**config.mk**
```make
export PLATFORM = sky130hd
export DESIGN_NAME = roulette_selector
export DESIGN_NICKNAME = d
export VERILOG_FILES = /design/src/rtl/ga_pkg.sv /design/src/rtl/ga_lfsr.sv /design/src/rtl/roulette_selector.sv
export SDC_FILE = /design/constraint.sdc
export NUM_CORES = 1
export LEC_CHECK = 0
export CORE_UTILIZATION = 50
export CTS_CLUSTER_DIAMETER = 80
export DETAILED_ROUTE_END_ITERATION = 8
export GPL_ROUTABILITY_DRIVEN = 0
export PLACE_DENSITY = 0.72
export SYNTH_ARGS = -nofsm -noshare
export SYNTH_HDL_FRONTEND = slang
export SYNTH_HIERARCHICAL = 1
export SYNTH_SLANG_ARGS = --single-unit
```
**constraint.sdc**
```tcl
create_clock -name clk -period 17.1 [get_ports clk]
set_clock_uncertainty 0.15 [all_clocks]
set_input_delay 3.42 -clock clk [delete_from_list [all_inputs] [get_ports clk]]
set_output_delay 3.42 -clock clk [all_outputs]
set_load 0.01 [all_outputs]
```
**src/rtl/ga_pkg.sv**
```systemverilog
// rtl/ga_pkg.sv - shared GA datapath types, LFSR constants and width helpers
package ga_pkg;

    typedef enum logic [1:0] {
        IDLE,
        SCAN,
        DONE
    } sel_state_t;

    localparam logic [15:0] LFSR_TAPS_16      = 16'hB400;
    localparam logic [15:0] LFSR_SEED_DEFAULT = 16'hACE1;

    localparam int GA_POPULATION_SIZE = 16;
    localparam int GA_FITNESS_WIDTH   = 10;
    localparam int GA_ADDR_WIDTH      = $clog2(GA_POPULATION_SIZE);
    localparam int GA_SUM_WIDTH       = GA_FITNESS_WIDTH + GA_ADDR_WIDTH;
    localparam int GA_LFSR_WIDTH      = 16;

endpackage

```
**src/rtl/ga_lfsr.sv**
```systemverilog
// rtl/ga_lfsr.sv - right-shift Galois LFSR, advances only while enable is high
module ga_lfsr
    import ga_pkg::*;
#(
    parameter int               WIDTH = GA_LFSR_WIDTH,
    parameter logic [WIDTH-1:0] TAPS  = WIDTH'(LFSR_TAPS_16),
    parameter logic [WIDTH-1:0] SEED  = WIDTH'(LFSR_SEED_DEFAULT)
) (
    input  logic             clk,
    input  logic             rst_n,
    input  logic             enable,
    output logic [WIDTH-1:0] random_out,
    output logic [WIDTH-1:0] random_next
);

    logic [WIDTH-1:0] lfsr_q;
    logic [WIDTH-1:0] lfsr_d;

    // random_next is what the register will hold after one step, so callers
    // can use the fresh value in the same cycle they request the advance.
    always_comb begin
        random_next = (lfsr_q >> 1) ^ (lfsr_q[0] ? TAPS : '0);
        lfsr_d      = enable ? random_next : lfsr_q;
    end

    always_ff @(posedge clk or negedge rst_n) begin
        if (!rst_n) begin
            lfsr_q <= SEED;
        end else begin
            lfsr_q <= lfsr_d;
        end
    end

    assign random_out = lfsr_q;

endmodule

```
**src/rtl/roulette_selector.sv**
```systemverilog
// rtl/roulette_selector.sv - fitness-proportionate parent selector (SEL_EXCLUDE_PREV_EN: avoid repeating last index)
module roulette_selector
    import ga_pkg::*;
#(
    parameter int                    POPULATION_SIZE = GA_POPULATION_SIZE,
    parameter int                    FITNESS_WIDTH   = GA_FITNESS_WIDTH,
    parameter int                    ADDR_WIDTH      = $clog2(POPULATION_SIZE),
    parameter int                    SUM_WIDTH       = FITNESS_WIDTH + ADDR_WIDTH,
    parameter int                    LFSR_WIDTH      = GA_LFSR_WIDTH,
    parameter logic [LFSR_WIDTH-1:0] LFSR_SEED       = LFSR_WIDTH'(LFSR_SEED_DEFAULT)
) (
    input  logic                     clk,
    input  logic                     rst_n,
    input  logic                     start_selection,
    input  logic [FITNESS_WIDTH-1:0] fitness_values [POPULATION_SIZE],
    input  logic [SUM_WIDTH-1:0]     total_fitness,
    output logic [ADDR_WIDTH-1:0]    selected_parent,
    output logic                     selection_done,
    output logic                     busy
);

    localparam int                    PROD_WIDTH = LFSR_WIDTH + SUM_WIDTH;
    localparam logic [ADDR_WIDTH-1:0] LAST_IDX   = ADDR_WIDTH'(POPULATION_SIZE - 1);

    sel_state_t            state_q, state_d;
    logic [SUM_WIDTH-1:0]  threshold_q, threshold_d;
    logic [SUM_WIDTH-1:0]  total_q, total_d;
    logic [SUM_WIDTH:0]    acc_q, acc_d, acc_sum;
    logic [ADDR_WIDTH-1:0] idx_q, idx_d;
    logic [ADDR_WIDTH-1:0] sel_q, sel_d;
    logic [ADDR_WIDTH-1:0] hit_idx;
    logic                  done_q, done_d;
    logic                  busy_q, busy_d;
    logic                  hit;
    logic                  lfsr_en;
    logic [LFSR_WIDTH-1:0] lfsr_value, lfsr_next;
    logic [PROD_WIDTH-1:0] product;
`ifdef SEL_EXCLUDE_PREV_EN
    logic [ADDR_WIDTH-1:0] prev_q, prev_d;
    logic                  prev_valid_q, prev_valid_d;
`endif

    ga_lfsr #(
        .WIDTH (LFSR_WIDTH),
        .TAPS  (LFSR_WIDTH'(LFSR_TAPS_16)),
        .SEED  (LFSR_SEED)
    ) u_lfsr (
        .clk         (clk),
        .rst_n       (rst_n),
        .enable      (lfsr_en),
        .random_out  (lfsr_value),
        .random_next (lfsr_next)
    );

    always_comb begin
        state_d     = state_q;
        threshold_d = threshold_q;
        total_d     = total_q;
        acc_d       = acc_q;
        idx_d       = idx_q;
        sel_d       = sel_q;
        done_d      = 1'b0;
        busy_d      = busy_q;
        lfsr_en     = 1'b0;
        hit         = 1'b0;
        hit_idx     = idx_q;
`ifdef SEL_EXCLUDE_PREV_EN
        prev_d       = prev_q;
        prev_valid_d = prev_valid_q;
`endif
        // Scaling a uniform LFSR word by the total keeps the threshold below
        // the total without a divider.
        product = PROD_WIDTH'(lfsr_next) * PROD_WIDTH'(total_fitness);
        acc_sum = acc_q + (SUM_WIDTH + 1)'(fitness_values[idx_q]);

        case (state_q)
            IDLE: begin
                if (start_selection) begin
                    lfsr_en     = 1'b1;
                    threshold_d = SUM_WIDTH'(product >> LFSR_WIDTH);
                    total_d     = total_fitness;
                    idx_d       = '0;
                    acc_d       = '0;
                    busy_d      = 1'b1;
                    state_d     = SCAN;
                end
            end
            SCAN: begin
                if (total_q == '0) begin
                    hit     = 1'b1;
                    hit_idx = ADDR_WIDTH'(lfsr_value);
                end else if (acc_sum > {1'b0, threshold_q} || idx_q == LAST_IDX) begin
                    hit = 1'b1;
                end else begin
                    idx_d = idx_q + 1'b1;
                    acc_d = acc_sum;
                end
                if (hit) begin
                    done_d  = 1'b1;
                    state_d = DONE;
                end
            end
            DONE: begin
                busy_d  = 1'b0;
                state_d = IDLE;
            end
            default: begin
                busy_d  = 1'b0;
                state_d = IDLE;
            end
        endcase

`ifdef SEL_EXCLUDE_PREV_EN
        if (hit) begin
            sel_d        = (prev_valid_q && hit_idx == prev_q) ? hit_idx + 1'b1 : hit_idx;
            prev_d       = sel_d;
            prev_valid_d = 1'b1;
        end
`else
        if (hit) begin
            sel_d = hit_idx;
        end
`endif
    end

    always_ff @(posedge clk or negedge rst_n) begin
        if (!rst_n) begin
            state_q      <= IDLE;
            threshold_q  <= '0;
            total_q      <= '0;
            acc_q        <= '0;
            idx_q        <= '0;
            sel_q        <= '0;
            done_q       <= 1'b0;
            busy_q       <= 1'b0;
`ifdef SEL_EXCLUDE_PREV_EN
            prev_q       <= '0;
            prev_valid_q <= 1'b0;
`endif
        end else begin
            state_q      <= state_d;
            threshold_q  <= threshold_d;
            total_q      <= total_d;
            acc_q        <= acc_d;
            idx_q        <= idx_d;
            sel_q        <= sel_d;
            done_q       <= done_d;
            busy_q       <= busy_d;
`ifdef SEL_EXCLUDE_PREV_EN
            prev_q       <= prev_d;
            prev_valid_q <= prev_valid_d;
`endif
        end
    end

    assign selected_parent = sel_q;
    assign selection_done  = done_q;
    assign busy            = busy_q;

endmodule
```
[After elaboration in Yosys (flattened, before gate mapping)]
Index checks and enable logic that the tools add are counted.
Word-level totals
  register bits: 71
  bits of input ports: 177
  output and inout port bits: 6
  logic and storage cells: 58
Operators by class
  add/sub/neg operators: 2
  multipliers: 1
  $lt $le $gt $ge: 2
  equal/unequal tests: 6
  mux-type cells: 27
  bitwise gates (word level): 3
  reduce and logical (&&, ||, !) cells: 8
Operators with widths (count)
  15-bit two-way mux: 3
  10-bit binary-select mux with 4-bit select: 1
  16-bit by 14-bit multiplier with 30-bit output: 1
  15-bit one-hot mux with 2 select lines: 1
  10-bit two-way mux: 2
  4-bit two-way mux: 5
  16-bit two-way mux: 1
  15-bit by 16-bit bitwise XOR with 16-bit output: 1
  15-bit by 10-bit adder with 15-bit output: 1
  15-bit by 14-bit > comparator with 1-bit output: 1
  14-bit zero test: 1
  1-bit two-way mux: 9
  2-bit inequality test (second input constant): 4
  4-bit one-hot mux with 2 select lines: 1
  2-bit AND reduction: 3
  5-bit greater-or-equal comparator (second input constant): 1
  4-bit NOT with 5-bit output: 1
  4-bit by 1-bit adder with 4-bit output (second input constant): 1
  4-bit == test (second input constant): 1
  2-bit two-way mux: 2
  2-bit one-hot mux with 2 select lines: 1
  4-bit AND reduction: 1
  2-bit by 1-bit == test with 1-bit output (second input constant): 1
  2-bit zero test: 1
  other kinds (4): 4

[Logic depth before layout (Yosys ltp)]
Gate-level depths: netlist (run 1).
  depth after elaboration: 12
  gate-level depth with buffers: 26
  gate-level depth less buffers: 22

[By module]
The synthesis (run 1) kept the hierarchy.
By module, submodules not included
  roulette_selector: times used 1, cells an instance 1307, area each 11584.9 µm²
  ga_lfsr: times used 1, cells an instance 50, area each 737.0 µm²

[Worst setup path after synthesis (run 1)]
No wires, ideal clock.
  path type: input port to flip-flop
  from: in total_fitness[5]
  to: reg threshold_q[13]
  library setup time: 87 ps
  arrival: 8833 ps
  slack: 8031 ps
  cell stages on the path: 20
  path through: clkbuf_1 > clkbuf_1 > nand2_1 > fa_1 > fa_1 > fa_1 > inv_1 > fa_1 > fa_1 > inv_1 > fa_1 > inv_1 > ha_1 > nand4_1 > nor2_1 > a221oi_1 > a21o_1 > a21oi_1 > or4_1 > o211ai_1
On the way
  word-level cells in the longest chain between the ends: 1
RTL lines
  start: declaration: line roulette_selector.sv:16  | input logic [SUM_WIDTH-1:0] total_fitness,
  16-bit by 14-bit multiplier with 30-bit output: line roulette_selector.sv:73  | product = PROD_WIDTH'(lfsr_next) * PROD_WIDTH'(total_fitness);
  end signal: assignment: line roulette_selector.sv:142  | threshold_q <= threshold_d;
  end: declaration: line roulette_selector.sv:26  | logic [SUM_WIDTH-1:0] threshold_q, threshold_d;
Every way passes these cells.
A chain may end at the register's enable or synchronous reset.

[Worst setup path in the final report (run 1)]
  from: in total_fitness[5]
  to: reg threshold_q[12]
The elaborated chain is that of the path after synthesis.

==> run_results.csv, run 1 <==
group,metric,value,unit
clock_tree,postCtsSetupBuffers,0,
synthesis,synth_nets,1807,
worst_setup_path,crit_required,17.14,ns
hold_path,hold_depth,2,
pwr,power_frac_clock,19.7,%
clock_tree,numClockSinks,71,
clock_tree,cts_buffer_depth,2,
sta,finalMaxSlewViolations,0,
grt,grt_max_degree,72,
floorplanning,fp.dieH,159,um
routing,drt_pre_antenna_iters,5,
grt,grt.overflow.total,0,
synthesis,synthCells,1348,
clock_tree,cts_tree,"yes",
layout,num-fill-cells,2060,
pwr,switching_share,40.6,%
placed_design,io_buffers,182,
sta,relSlewSlack,36.7,%
floorplanning,initial_core_util,51.6,%
routing,via_count,9968,
worst_setup_path,crit_fanout,17,
synthesis,netlist_area,12300,um^2
routing,wl_per_cell,18.1,um
synthesis,ys_warn_count,6,
worst_setup_path,path_cells,"clkdlybuf4s50_1 -> nand2_1 -> fa_1 -> fa_1 -> inv_1 -> fa_1 -> fa_1 -> fa_1 -> inv_1 -> fa_1 -> inv_1 -> ha_1 -> nand4_1 -> nor2_1 -> a221oi_1 -> nand2_1 -> o211ai_1 -> mux2i_1 -> o311ai_0",
floorplanning,ioPinCount,183,
floorplanning,dieArea,25100,um^2
floorplanning,core,23800,um^2
worst_setup_path,startpoint_type,"input pin",
sta,timing.setup.tns,0,ns
placed_design,hpwl,25.3,mm
layout,final_nets,1941,
status,outcome,"complete, no violations",
layout,drive_gt1_share,6.87,%
pwr,power,0.000896,W
worst_setup_path,slowest_stage,"clkdlybuf4s50_1",
pwr,ir_drop,0.0763,mV
worst_setup_path,ff2ff_path_depth,21,
layout,fin_cells,1804,
worst_setup_path,path_class,"input pin to flip-flop",
pwr,power_density,61.7,nW/um^2
sta,setup_violations,0,
clock_tree,post_cts_resized,0,
worst_setup_path,critPathMaxStageDelay,0.99,ns
hold_path,hold_path_end,"total_q[1]",
clock_tree,cts_buffers,9,
sta,tightest_slew,0.950,ns
pwr,comb_power_share,54.4,%
sta,finalCritPeriodShare,58.1,%
clock_tree,path_clk_slew,0.05,ns
routing,first_iter_violations,641,
pwr,switchingPower,0.000364,W
layout,area_growth,18.5,%
run,drv_cap,0,
grt,first_global_vias,10252,
worst_setup_path,critPathBufInv,4,
grt,antenna_found_initial,0,
hold_path,hp-class,"flip-flop to flip-flop",
routing,vias_per_cell,5.53,
worst_setup_path,timing.critical_path.mode_cell,"fa_1",
pwr,seqPwrFrac,25.9,%
clock_tree,ctsHtreeMaxLevel,3,
sta,period_minus_slack,9.94,ns
routing,totalWireLength,32.6,mm
sta,rsz0062_at_grt,"no",
sta,hold_viol_final,0,
worst_setup_path,crit_family,"adder cells",
layout,n_antenna_cell,0,
worst_setup_path,r2r-start,"u_lfsr/random_out[0]",
worst_setup_path,cp.arrival,9.98,ns
placed_design,dp_cells,1790,
sta,fmax,0.101,GHz
worst_setup_path,timing.rr.end,"threshold_q[12]",
floorplanning,die_x,159,um
hold_path,hold_start,"total_q[1]",
synthesis,syn-mean-instance-area,9.09,um^2
sta,holdWs,0.323,ns
floorplanning,row_count,56,
routing,drtAntennaViolNets,0,
pwr,p_int,0.000532,W
grt,grt_pass1_wl,52.6,mm
worst_setup_path,reg2reg_slack,9.79,ns
worst_setup_path,endpoint_kind,"flip-flop",
worst_setup_path,startpoint,"total_fitness[5]",
grt,track_usage,27.3,%
clock_tree,clk_latency,0.34,ns
clock_tree,postCtsHoldBufs,0,
routing,drc,0,
pwr,p_leak,7.12,nW
clock_tree,cts-root-buf,"clkbuf_16",
layer usage:
layer	share of wire, %	track usage [%]
met1	43	38.0
met2	49	45.4
met3	5.8	4.00
met4	1.7	5.54
met5	0	0
worst register-to-register path, cell delays in order, from the launching register on:
cell	delay [ns]
dfstp_2	0.83
xor2_1	0.45
buf_4	0.31
and2_1	0.19
fa_1	0.39
inv_1	0.07
fa_1	0.40
inv_1	0.08
fa_1	0.47
fa_1	0.51
fa_1	0.49
inv_1	0.05
fa_1	0.48
inv_1	0.05
ha_1	0.31
nand4_1	0.19
nor2_1	0.07
a221oi_1	0.82
nand2_1	0.23
o211ai_1	0.27
mux2i_1	0.20
o311ai_0	0.14
cell type report:
type                       instances  area (um^2)  area share [%]
tap                              319          399            2.75
inverter                         213          800            5.51
clock buffer                      13          270            1.86
timing repair buffer             194         1910            13.1
multi-input combinational        993         9350            64.4
sequential                        71         1790            12.3
clock inverter                     1         5.00          0.0345
worst max-delay path by stage:
stage          depth (start not counted)  slack (ns)               to
3_5_place_dp                          20        6.89  threshold_q[13]
5_1_grt                               19        6.74  threshold_q[12]
6_report                              19        7.16  threshold_q[12]
4_1_cts                               20        7.22  threshold_q[12]
2_1_floorplan                         20        8.03  threshold_q[13]
3_3_place_gp                          20        6.97  threshold_q[13]
power groups by stage:
stage / Combinational, W / Clock (W) / Sequential, W
6_report: 0.000487 / 0.000177 / 0.000232
2_1_floorplan: 0.000360 / 0 / 0.000216
4_1_cts: 0.000486 / 0.000179 / 0.000232
3_5_place_dp: 0.000481 / 0 / 0.000234
3_3_place_gp: 0.000473 / 0 / 0.000233
5_1_grt: 0.000535 / 0.000185 / 0.000237
state kept, by name, summed over array words and instances, names as in the netlist:
name / flops
acc_q: 15
busy: 1
idx_q: 4
selected_parent: 4
selection_done: 1
state_q: 2
threshold_q: 14
total_q: 14
u_lfsr/random_out: 16
layout by cell type (no fill, tap or decap), drive strengths merged, types with 14 or more instances in the layout:
master	n
o21ai	53
clkdlybuf4s50	181
xnor2	14
inv	213
fa	165
ha	117
nand2	213
mux2i	34
a21oi	42
mux2	34
nor2	19
and2	106
dfrtp	63
mux4	20
nand3	23
metrics by stage:
| step | cell area (um^2) | util [%] | setup slack, ns |
|---|---|---|---|
| 2_1_floorplan | 12300 | - | 8.03 |
| 3_3_place_gp | 14200 | 60.0 | 6.97 |
| 3_5_place_dp | 14200 | 60.0 | 6.89 |
| 4_1_cts | 14500 | 61.1 | 7.22 |
| 5_1_grt | 14500 | 61.1 | 6.74 |
| 6_report | 14500 | 61.1 | 7.16 |
Power figures use the tool's default switching activity.
==> inputs of run 2 (changes only) <==
clock period = 9.3 ns   (was 17.1 ns; I/O delays follow)
==> run_results.csv, run 2 (synthesis gave the netlist of run 1 again) <==
group,metric,value,unit
status,outcome,"complete, no violations",
pwr,ir_drop,0.0985,mV
floorplanning,die_x,159,um
sta,rsz0062_at_grt,"no",
routing,first_iter_violations,614,
layout,largest_reg_flops,16,
sta,period_minus_slack,8.23,ns
sta,finalMaxSlewViolations,0,
grt,track_usage,27.9,%
sta,timing.setup.tns,0,ns
layout,mostFrequentLayoutCells,"213 x nand2_1, 213 x inv_1, 181 x clkdlybuf4s50_1",
floorplanning,row_count,56,
grt,antenna_found_initial,0,
sta,setup_violations,0,
routing,via_count,10028,
routing,totalWireLength,33.1,mm
grt,grt_pass1_wl,53.7,mm
routing,wl_per_cell,18.3,um
sta,tightest_slew,0.944,ns
clock_tree,clk_latency,0.34,ns
layout,drive_gt1_share,7.11,%
clock_tree,cts_buffers,9,
floorplanning,core,23800,um^2
routing,drtAntennaViolNets,0,
floorplanning,dieArea,25100,um^2
grt,grt.overflow.total,0,
worst_setup_path,path_class,"input pin to flip-flop",
clock_tree,post_cts_resized,0,
sta,relSlewSlack,37.1,%
grt,top_usage_layer,"met2",
hold_path,hold_depth,2,
clock_tree,cts_tree,"yes",
grt,grt_max_degree,72,
placed_design,hpwl,26.1,mm
grt,met3_usage,4.16,%
layout,final_core_util,61.3,%
worst_setup_path,ff2ff_path_depth,18,
layout,area_growth,18.9,%
grt,first_global_vias,10370,
worst_setup_path,crit_required,9.40,ns
grt,met1_usage,38.5,%
layout,final_nets,1945,
floorplanning,fp.dieH,159,um
sta,fmax,0.122,GHz
worst_setup_path,startpoint_type,"input pin",
clock_tree,cts-root-buf,"clkbuf_16",
hold_path,hp-class,"flip-flop to flip-flop",
floorplanning,ioPinCount,183,
sta,hold_viol_final,0,
worst_setup_path,cp.arrival,8.33,ns
pwr,p_leak,7.14,nW
pwr,power_density,114,nW/um^2
placed_design,io_buffers,182,
sta,finalCritPeriodShare,88.4,%
routing,drc,0,
clock_tree,ctsHtreeMaxLevel,3,
worst_setup_path,endpoint_kind,"flip-flop",
routing,vias_per_cell,5.54,
clock_tree,path_clk_slew,0.06,ns
clock_tree,cts_buffer_depth,2,
grt,grtUsageMet2,45.8,%
layout,n_antenna_cell,0,
floorplanning,initial_core_util,51.6,%
worst_setup_path,crit_fanout,10,
run,drv_cap,0,
routing,drt_pre_antenna_iters,5,
clock_tree,postCtsHoldBufs,0,
clock_tree,numClockSinks,71,
clock_tree,postCtsSetupBuffers,0,
==> run 2: changes by cell type in the layout (fill, tap and decap cells not counted), sizes merged <==
cell	delta
buf	+4
bufinv	+1
clkinvlp	+1
==> run 2: final cells by class <==
cell class	instances	area (um^2)
clock buffers	13	250
clock inverters	3	42.5
well taps	319	399
multi-input cells	993	9350
inverters	213	800
fillers	2027	9180
flip-flops and latches	71	1790
repair buffers	198	1940
==> run 2: metrics by stage <==
stage	setup WS, ns	hold WS (ns)	total power [W]	std cells	instance area, um^2
after floorplan	1.79	0.295	0.00106	1348	12300
after global placement	0.882	0.313	0.00130	1794	14300
after detailed placement	0.807	0.316	0.00132	1794	14300
after CTS	1.14	0.329	0.00167	1810	14600
after global routing	0.806	0.356	0.00179	1810	14600
final	1.07	0.327	0.00167	1810	14600
==> run 2: power by group <==
| group | internal, W | switching, W |
|---|---|---|
| Clock | 0.000215 | 0.000131 |
| Sequential | 0.000367 | 0.0000588 |
| Combinational | 0.000412 | 0.000484 |
==> run 2: path summary, 6_finish.rpt <==
check / from / endpoint / slack (ns)
setup reg to reg: u_lfsr/random_out[0] / threshold_q[13] / 2.21
min in group asynchronous: rst_n / state_q[1] / 1.48
max in group asynchronous: rst_n / idx_q[0] / 6.84
hold reg to reg: total_q[7] / total_q[7] / 0.33
setup / recovery: total_fitness[9] / threshold_q[13] / 1.07
hold / removal: total_q[7] / total_q[7] / 0.33
==> run 2: critical path, stage by stage <==
cell and delay [ns]:
clkdlybuf4s50_1 0.87, buf_4 0.29, nand2_1 0.09, fa_1 0.53
inv_1 0.05, fa_1 0.58, fa_1 0.44, fa_1 0.52
fa_1 0.45, ha_1 0.31, ha_1 0.35, a211o_1 0.28
a21oi_1 0.23, a21boi_0 0.58, a21o_1 0.23, a21oi_1 0.08
or4_1 0.48, o211ai_1 0.11
==> run 2: routing by layer <==
metal	vias up	wire, um
met5	-	0
met4	0	729
met3	48	2100
met2	294	15700
met1	5024	14500
li1	4662	-
